==> config.mk <==
export PLATFORM = sky130hd
export DESIGN_NAME = game_timer
export DESIGN_NICKNAME = d
export VERILOG_FILES = /design/src/rtl/game_timer.sv
export SDC_FILE = /design/constraint.sdc
export NUM_CORES = 1
export LEC_CHECK = 0
export CAP_MARGIN = 20
export CORE_MARGIN = 2
export CORE_UTILIZATION = 50
export DETAILED_ROUTE_END_ITERATION = 10
export GPL_ROUTABILITY_DRIVEN = 0
export PLACE_DENSITY_LB_ADDON = 0.12
export SLEW_MARGIN = 10
export SYNTH_ARGS = -nofsm -noshare
export SYNTH_HDL_FRONTEND = slang
export SYNTH_SLANG_ARGS = --single-unit
==> constraint.sdc <==
create_clock -name clk -period 1.9 [get_ports clk]
set_input_delay 0.57 -clock clk [delete_from_list [all_inputs] [get_ports clk]]
set_output_delay 0.57 -clock clk [all_outputs]
set_load 0.02 [all_outputs]
==> src/rtl/game_timer.sv <==
// Game timer: a prescaled tick drives a total-count timer that runs up to LIMIT
// or down from LIMIT, with sec/min kept by incremental counters.
module game_timer #(
    parameter int CLK_HZ     = 50000000,
    parameter int TICK_HZ    = 1,
    parameter int TIMER_W    = 11,
    parameter int COUNT_DOWN = 0,
    parameter int LIMIT      = 2047
) (
    input  logic               clk,
    input  logic               reset,
    input  logic               start,
    input  logic               pause,
    input  logic               clear,
    output logic               tick,
    output logic [TIMER_W-1:0] timer,
    output logic [5:0]         sec,
    output logic [7:0]         min,
    output logic               running,
    output logic               done
);

    localparam int DIV   = CLK_HZ / TICK_HZ;
    localparam int PRE_W = (DIV > 2) ? $clog2(DIV) : 1;
    localparam int INIT  = (COUNT_DOWN != 0) ? LIMIT : 0;

    localparam logic [PRE_W-1:0]   PRE_MAX   = PRE_W'(DIV - 1);
    localparam logic [TIMER_W-1:0] LIMIT_T   = TIMER_W'(LIMIT);
    localparam logic [TIMER_W-1:0] INIT_T    = TIMER_W'(INIT);
    localparam logic [5:0]         INIT_SEC  = 6'(INIT % 60);
    localparam logic [TIMER_W-1:0] INIT_QUO  = TIMER_W'(INIT / 60);

    if (DIV < 2) begin : g_bad_div
        $error("game_timer: CLK_HZ/TICK_HZ must be at least 2");
    end
    if ((LIMIT < 1) || (longint'(LIMIT) > ((longint'(1) << TIMER_W) - 1))) begin : g_bad_limit
        $error("game_timer: LIMIT must lie in 1 .. 2^TIMER_W-1");
    end

    typedef enum logic [1:0] {
        ST_IDLE,
        ST_RUNNING,
        ST_PAUSED,
        ST_DONE
    } state_t;

    state_t               state_reg, state_next;
    logic [PRE_W-1:0]     pre_reg, pre_next;
    logic [TIMER_W-1:0]   timer_reg, timer_next;
    logic [5:0]           sec_reg, sec_next;
    logic [TIMER_W-1:0]   quo_reg, quo_next;
    logic [7:0]           min_reg, min_next;
    logic                 tick_reg, tick_next;
    logic                 running_reg, running_next;
    logic                 done_reg, done_next;

    // Values one count step away from the current ones, for the configured direction.
    logic [TIMER_W-1:0]   step_timer;
    logic [5:0]           step_sec;
    logic [TIMER_W-1:0]   step_quo;
    logic                 step_last;
    logic                 wrap;

    // The full quotient is tracked so min stays correct when leaving saturation.
    function automatic logic [7:0] sat_min(input logic [TIMER_W-1:0] q);
        int unsigned qi;
        qi = 32'(q);
        return (qi > 255) ? 8'd255 : 8'(qi);
    endfunction

    if (COUNT_DOWN != 0) begin : g_down
        always_comb begin
            step_timer = timer_reg - 1'b1;
            step_last  = (timer_reg == TIMER_W'(1));
            if (sec_reg == 6'd0) begin
                step_sec = 6'd59;
                step_quo = quo_reg - 1'b1;
            end else begin
                step_sec = sec_reg - 1'b1;
                step_quo = quo_reg;
            end
        end
    end else begin : g_up
        always_comb begin
            step_timer = timer_reg + 1'b1;
            step_last  = (step_timer == LIMIT_T);
            if (sec_reg == 6'd59) begin
                step_sec = 6'd0;
                step_quo = quo_reg + 1'b1;
            end else begin
                step_sec = sec_reg + 1'b1;
                step_quo = quo_reg;
            end
        end
    end

    assign wrap = (state_reg == ST_RUNNING) && (pre_reg == PRE_MAX);

    always_comb begin
        state_next = state_reg;
        pre_next   = pre_reg;
        timer_next = timer_reg;
        sec_next   = sec_reg;
        quo_next   = quo_reg;
        tick_next  = 1'b0;

        if (clear) begin
            state_next = ST_IDLE;
            pre_next   = '0;
            timer_next = INIT_T;
            sec_next   = INIT_SEC;
            quo_next   = INIT_QUO;
        end else begin
            case (state_reg)
                ST_IDLE: begin
                    if (start) state_next = ST_RUNNING;
                end
                ST_RUNNING: begin
                    pre_next = wrap ? '0 : pre_reg + 1'b1;
                    if (pause) state_next = ST_PAUSED;
                    // A wrap still counts even when pause arrives in the same cycle.
                    if (wrap) begin
                        tick_next  = 1'b1;
                        timer_next = step_timer;
                        sec_next   = step_sec;
                        quo_next   = step_quo;
                        if (step_last) state_next = ST_DONE;
                    end
                end
                ST_PAUSED: begin
                    if (start) state_next = ST_RUNNING;
                end
                default: begin
                    state_next = ST_DONE;
                end
            endcase
        end

        running_next = (state_next == ST_RUNNING);
        done_next    = (state_next == ST_DONE);
        min_next     = sat_min(quo_next);
    end

    always_ff @(posedge clk) begin
        if (reset) begin
            state_reg   <= ST_IDLE;
            pre_reg     <= '0;
            timer_reg   <= INIT_T;
            sec_reg     <= INIT_SEC;
            quo_reg     <= INIT_QUO;
            min_reg     <= sat_min(INIT_QUO);
            tick_reg    <= 1'b0;
            running_reg <= 1'b0;
            done_reg    <= 1'b0;
        end else begin
            state_reg   <= state_next;
            pre_reg     <= pre_next;
            timer_reg   <= timer_next;
            sec_reg     <= sec_next;
            quo_reg     <= quo_next;
            min_reg     <= min_next;
            tick_reg    <= tick_next;
            running_reg <= running_next;
            done_reg    <= done_next;
        end
    end

    assign tick    = tick_reg;
    assign timer   = timer_reg;
    assign sec     = sec_reg;
    assign min     = min_reg;
    assign running = running_reg;
    assign done    = done_reg;

endmodule
### After elaboration in Yosys (flattened, before gate mapping)

Cells that the tools add are included.

| operators by class | value |
|---|---|
| bitwise gates (word level) | 1 |
| $add $sub $neg | 4 |
| muxes and demuxes | 14 |
| $lt $le $gt $ge | 1 |
| equal/unequal tests | 7 |
| reductions and logical operators | 6 |

Operator list:

| operator | number |
|---|---|
| 11-bit 2-to-1 mux | 4 |
| 26-bit by 1-bit adder with 26-bit output (second input constant) | 1 |
| 26-bit equality test (second input constant) | 1 |
| 26-bit 2-to-1 mux | 1 |
| 11-bit by 1-bit adder with 11-bit output (second input constant) | 2 |
| 11-bit equality test (second input constant) | 1 |
| 11-bit by 8-bit > comparator with 1-bit output (second input constant) | 1 |
| 2-bit 2-to-1 mux | 5 |
| 8-bit 2-to-1 mux | 1 |
| 6-bit by 1-bit adder with 6-bit output (second input constant) | 1 |
| 6-bit equality test (second input constant) | 1 |
| 6-bit 2-to-1 mux | 1 |
| 2-bit by 1-bit equality test with 1-bit output (second input constant) | 2 |
| 2-bit equality test (second input constant) | 2 |
| 2-bit one-hot mux with 2 select lines | 1 |
| 2-bit OR reduction | 2 |
| 3-bit OR reduction | 1 |
| 2-bit zero test | 1 |
| 2-bit AND reduction | 1 |
| 1-bit logical AND | 1 |
| 1-bit 2-to-1 mux | 1 |
| 1-bit NOT | 1 |

| word-level totals | value |
|---|---|
| logic and storage cells | 42 |
| bits of input ports | 5 |
| register bits | 67 |

### Longest topological paths before layout

| depth | value |
|---|---|
| word-level depth | 7 |
| mapped depth | 8 |
| gate-level depth less buffers | 7 |

### Worst setup path after synthesis

No wires, ideal clock.

| path | value |
|---|---|
| kind | reg2reg |
| start | register pre_reg[0] |
| end | register timer_reg[7] (netlist: timer[7]) |
| path slack | -130 ps |
| stages on the path, launching flop included | 9 |
| clock period less this slack | 2030 ps |
| arrival time | 1902 ps |
| library setup time | 128 ps |
| path through | dfxtp_1 ha_1 nand4b_1 nand2b_1 or3_1 buf_2 nor4_1 xnor2_1 nor2_1 |

| on the way | value |
|---|---|
| word-level cells in the longest chain between the ends | 3 |

RTL lines:

| item | RTL line | text |
|---|---|---|
| start, declared | 48 | `logic [PRE_W-1:0] pre_reg, pre_next;` |
| start signal, assigned | 157 | `pre_reg <= pre_next;` |
| 26-bit equality test | 97 | `assign wrap = (state_reg == ST_RUNNING) && (pre_reg == PRE_MAX);` |
| 1-bit logical AND | 97 |  |
| 2-bit AND reduction (no line) | - |  |
| end signal, assigned | 158 | `timer_reg <= timer_next;` |
| end, declared | 49 | `logic [TIMER_W-1:0] timer_reg, timer_next;` |

No other way between the ends.
A chain may end at the register's enable or synchronous reset.

### Worst setup path in the final report

| path | value |
|---|---|
| start | register pre_reg[24] |
| end | register min_reg[7] (netlist: min[7]) |

| on the way | value |
|---|---|
| word-level cells in the longest chain between the ends | 7 |

RTL lines:

| item | RTL line | text |
|---|---|---|
| 26-bit equality test (*) | 97 |  |
| 1-bit logical AND (*) | 97 |  |
| 11-bit 2-to-1 mux (*) | 122 | `if (wrap) begin` |
| 11-bit 2-to-1 mux (*) | 114 | `case (state_reg)` |
| 11-bit 2-to-1 mux (*) | 107 | `if (clear) begin` |
| 11-bit by 8-bit > comparator with 1-bit output | 68 | `return (qi > 255) ? 8'd255 : 8'(qi);` |
| 8-bit 2-to-1 mux (*) | 68 |  |
| end signal, assigned | 151 | `min_reg <= sat_min(INIT_QUO);` |
| end signal, assigned | 161 | `min_reg <= min_next;` |
| end, declared | 52 | `logic [7:0] min_reg, min_next;` |

Mark *: on every way between the ends. The rest lies on a longest branch, timed or not.

==> flow_metrics.tcl <==
set metrics [dict create \
    synth_nets 363 \
    placed_cells 499 \
    end_kind "flip-flop" \
    skew_ns 0.00793 \
    violations "setup timing" \
    dr_total_vias 2868 \
    worstPathRequired_ns 2.18 \
    r2r_slack_ns -0.12 \
    drv_cap 0 \
    avgSynthCellArea_sq_um 8.69 \
    grt_pass1_vias 2620 \
    antenna_left 0 \
    p_leak_nw 1.72 \
    yosysTopAreaCellShare_pct 43.7 \
    layout-drive-gt1-share_pct 27.9 \
    fp.dieH_microns 82.3 \
    port_buffers 32 \
    worstMarginPinSlew_ns 0.411 \
    drt-pass1-iter-count 4 \
    clockBufferDepth 2 \
    synth-seq-cells 67 \
    irDropWorstVdd_v 0.000411 \
    hold_viol 0 \
    period_needed_ns 2.02 \
    die_x_microns 82.3 \
    insertion_delay_ns 0.34 \
    synth_top_family_by_area "simple AND/OR/NAND/NOR gates" \
    synth_xor_area_share_pct 13.4 \
    antenna_found_initial 0 \
    path_max_fanout 4 \
    synth_adder_area_share_pct 2.04 \
    via_per_inst 5.44 \
    path_class "reg -> reg" \
    grt_util_met3_pct 6.09 \
    dr.first_iter.drc_count 178 \
    die_area_sq_um 6780 \
    tns_ns -1.20 \
    setup_violations 21 \
    cts_sinks 67 \
    grtUsageTotal_pct 22.6 \
    muxShareOfSynthArea_pct 0.653 \
    top_usage_layer "met2" \
    async_reset_ff_share_pct 0 \
    grt_first_pass_wirelength_mm 11.7 \
    synth_largest_area_cell "dfxtp_1" \
    relSlewSlack_pct 72.4 \
    wl_mm 7.67 \
    setup_slack_ns -0.122 \
    period_share_pct 106 \
    start_util_pct 51.8 \
    cts_buffers 9 \
    largest_reg_flops 26 \
    rsz0062_at_grt "yes" \
    core_sq_um 5920 \
    synth_area_sq_um 3070 \
    status "finished with violations" \
    area_delta_synth_final_pct 43.7 \
    grt_use_met2_pct 37.9 \
    ys_seq_area_share_pct 43.7 \
    netlist-cell-type-count 40 \
    critPathLaunchType "flip-flop" \
    htree_levels 3 \
    syn-instance-count 353 \
    whs_ns 0.480 \
    cp.arrival_ns 2.30 \
    hpwl_mm 4.79 \
    io_pins 33 \
    drt_drc_violations_left 0 \
    cts.reportedPaths.clkPinSlew_ns 0.07 \
    hold_class "reg -> reg" \
    yosys.area_share.simple_pct 30.0 \
    synthTopCellsByArea "dfxtp_1 (44%), xor2_1 (8.0%), nor2_1 (6.5%)" \
    synth_warnings 0 \
    hold_buffers 0 \
    grt.met1_usage_pct 27.6 \
    avgRoutedWirePerCell_microns 14.5 \
    power.density_nw_per_um2 637 \
    cts-root-buf "clkbuf_8" \
    cts_tree "done" \
    power_mw 2.81 \
    diodes 0 \
    synthFlopType "dfxtp_1" \
    maxSlewViolCount 0 \
    synth_edf_count 0 \
    gr-total-overflow 0 \
    synth_compound_area_share_pct 7.51 \
    fmax_mhz 494 \
    fp-row-count 28 \
    final_core_util_pct 74.4 \
    finalNonFillerCells 527 \
    grt_start_max_net_pins 28 \
    finalNetCount 458 \
]
## stage by stage
stage,area (sq um),worst slack [ns]
3_3_place_gp,3890,-0.147
4_1_cts,4250,-0.0792
2_1_floorplan,3120,-0.0196
5_1_grt,4410,-0.230
6_report,4410,-0.122
3_5_place_dp,3890,-0.204
## critical path, stage by stage (launching register included)
cell and delay [ns]:
dfxtp_2 0.34, nor4b_4 0.30, nand4_2 0.15, or4_4 0.62, o21ai_4 0.16, o31ai_4 0.09
buf_4 0.16, a21oi_2 0.14
## repair_timing
item / CTS / global route
setup buffers: 8 / 4
gates cloned: 1 / 0
endpoints found under the setup margin: 30 / 55
pin swaps: 12 / 6
gates resized for setup: 35 / 26
## cell type report
type,instances,area (sq um)
Timing Repair Buffer,100,861
Fill cell,441,1520
Tap cell,75,93.8
Clock inverter,4,73.8
Sequential cell,67,1350
Clock buffer,11,151
Multi-Input combinational cell,266,1860
Inverter,4,15.0
## report_power, final
group / switching, mW / leakage, nW / total, mW / internal [mW]
Sequential: 0.00115 / 0.543 / 1.41 / 1.41
Clock: 0.532 / 0.115 / 1.34 / 0.803
Combinational: 0.0381 / 1.07 / 0.0652 / 0.0272
Total: 0.571 / 1.72 / 2.81 / 2.24
## path summary, 6_finish.rpt
| check | depth (start not counted) | start | endpoint |
|---|---|---|---|
| max | 7 | pre_reg[24] | min[7] |
| min | 2 | pre_reg[6] | pre_reg[6] |
| max reg2reg | 7 | pre_reg[24] | min[7] |
| min reg2reg | 2 | pre_reg[6] | pre_reg[6] |
## logic make-up (layout without fill, tap and decap cells)
group,Yosys count,after routing
and+or+nand+nor,175,175
DFF,67,67
xor gates and xnor gates,47,47
AOI/OAI and AO/OA,37,37
buffers and inverters,20,119
adders and majority gates,5,5
muxes,2,2
## cell usage in the layout (no fill, tap or decap), types with 2 or more instances in the layout
master	count
nor2_1	52
xor2_2	4
xor2_1	24
a21oi_1	10
and2_1	2
bufinv_16	2
nor4_4	2
clkdlybuf4s50_1	16
dlygate4sd2_1	16
ha_1	4
nand2_1	28
nor2b_1	3
a31oi_1	2
xnor2_1	17
dfxtp_1	61
a21boi_0	2
a21oi_2	7
inv_1	4
nand4b_1	4
dfxtp_2	6
buf_4	57
a211oi_1	3
xnor2_2	2
and4_1	8
or3_1	3
nor3_1	9
nand3_1	16
clkbuf_8	11
nand4_1	16
nor3_2	5
and3_1	10
o21ai_0	4
buf_6	10
nand2b_1	3
## cells in the mapped netlist, types with 3 or more instances
master    instances
nand2b_1          4
nor4_1            4
nor3_1           14
xor2_1           28
nand4_1          16
nand2_1          29
and3_1           10
or3_1             3
dfxtp_1          67
a211oi_1          3
ha_1              5
nor2b_1           4
and4_1            8
clkbuf_1         11
buf_2             5
nand3_1          17
xnor2_1          19
nand4b_1          4
inv_1             4
a21oi_1          17
nor2_1           53
o21ai_0           6
## per-layer routing
metal	share of wire, %	up-vias
li1	-	1415
met1	45	1383
met2	49	63
met3	4.4	7
met4	0.91	0
met5	0	-
(Power assumes the default switching activity.)
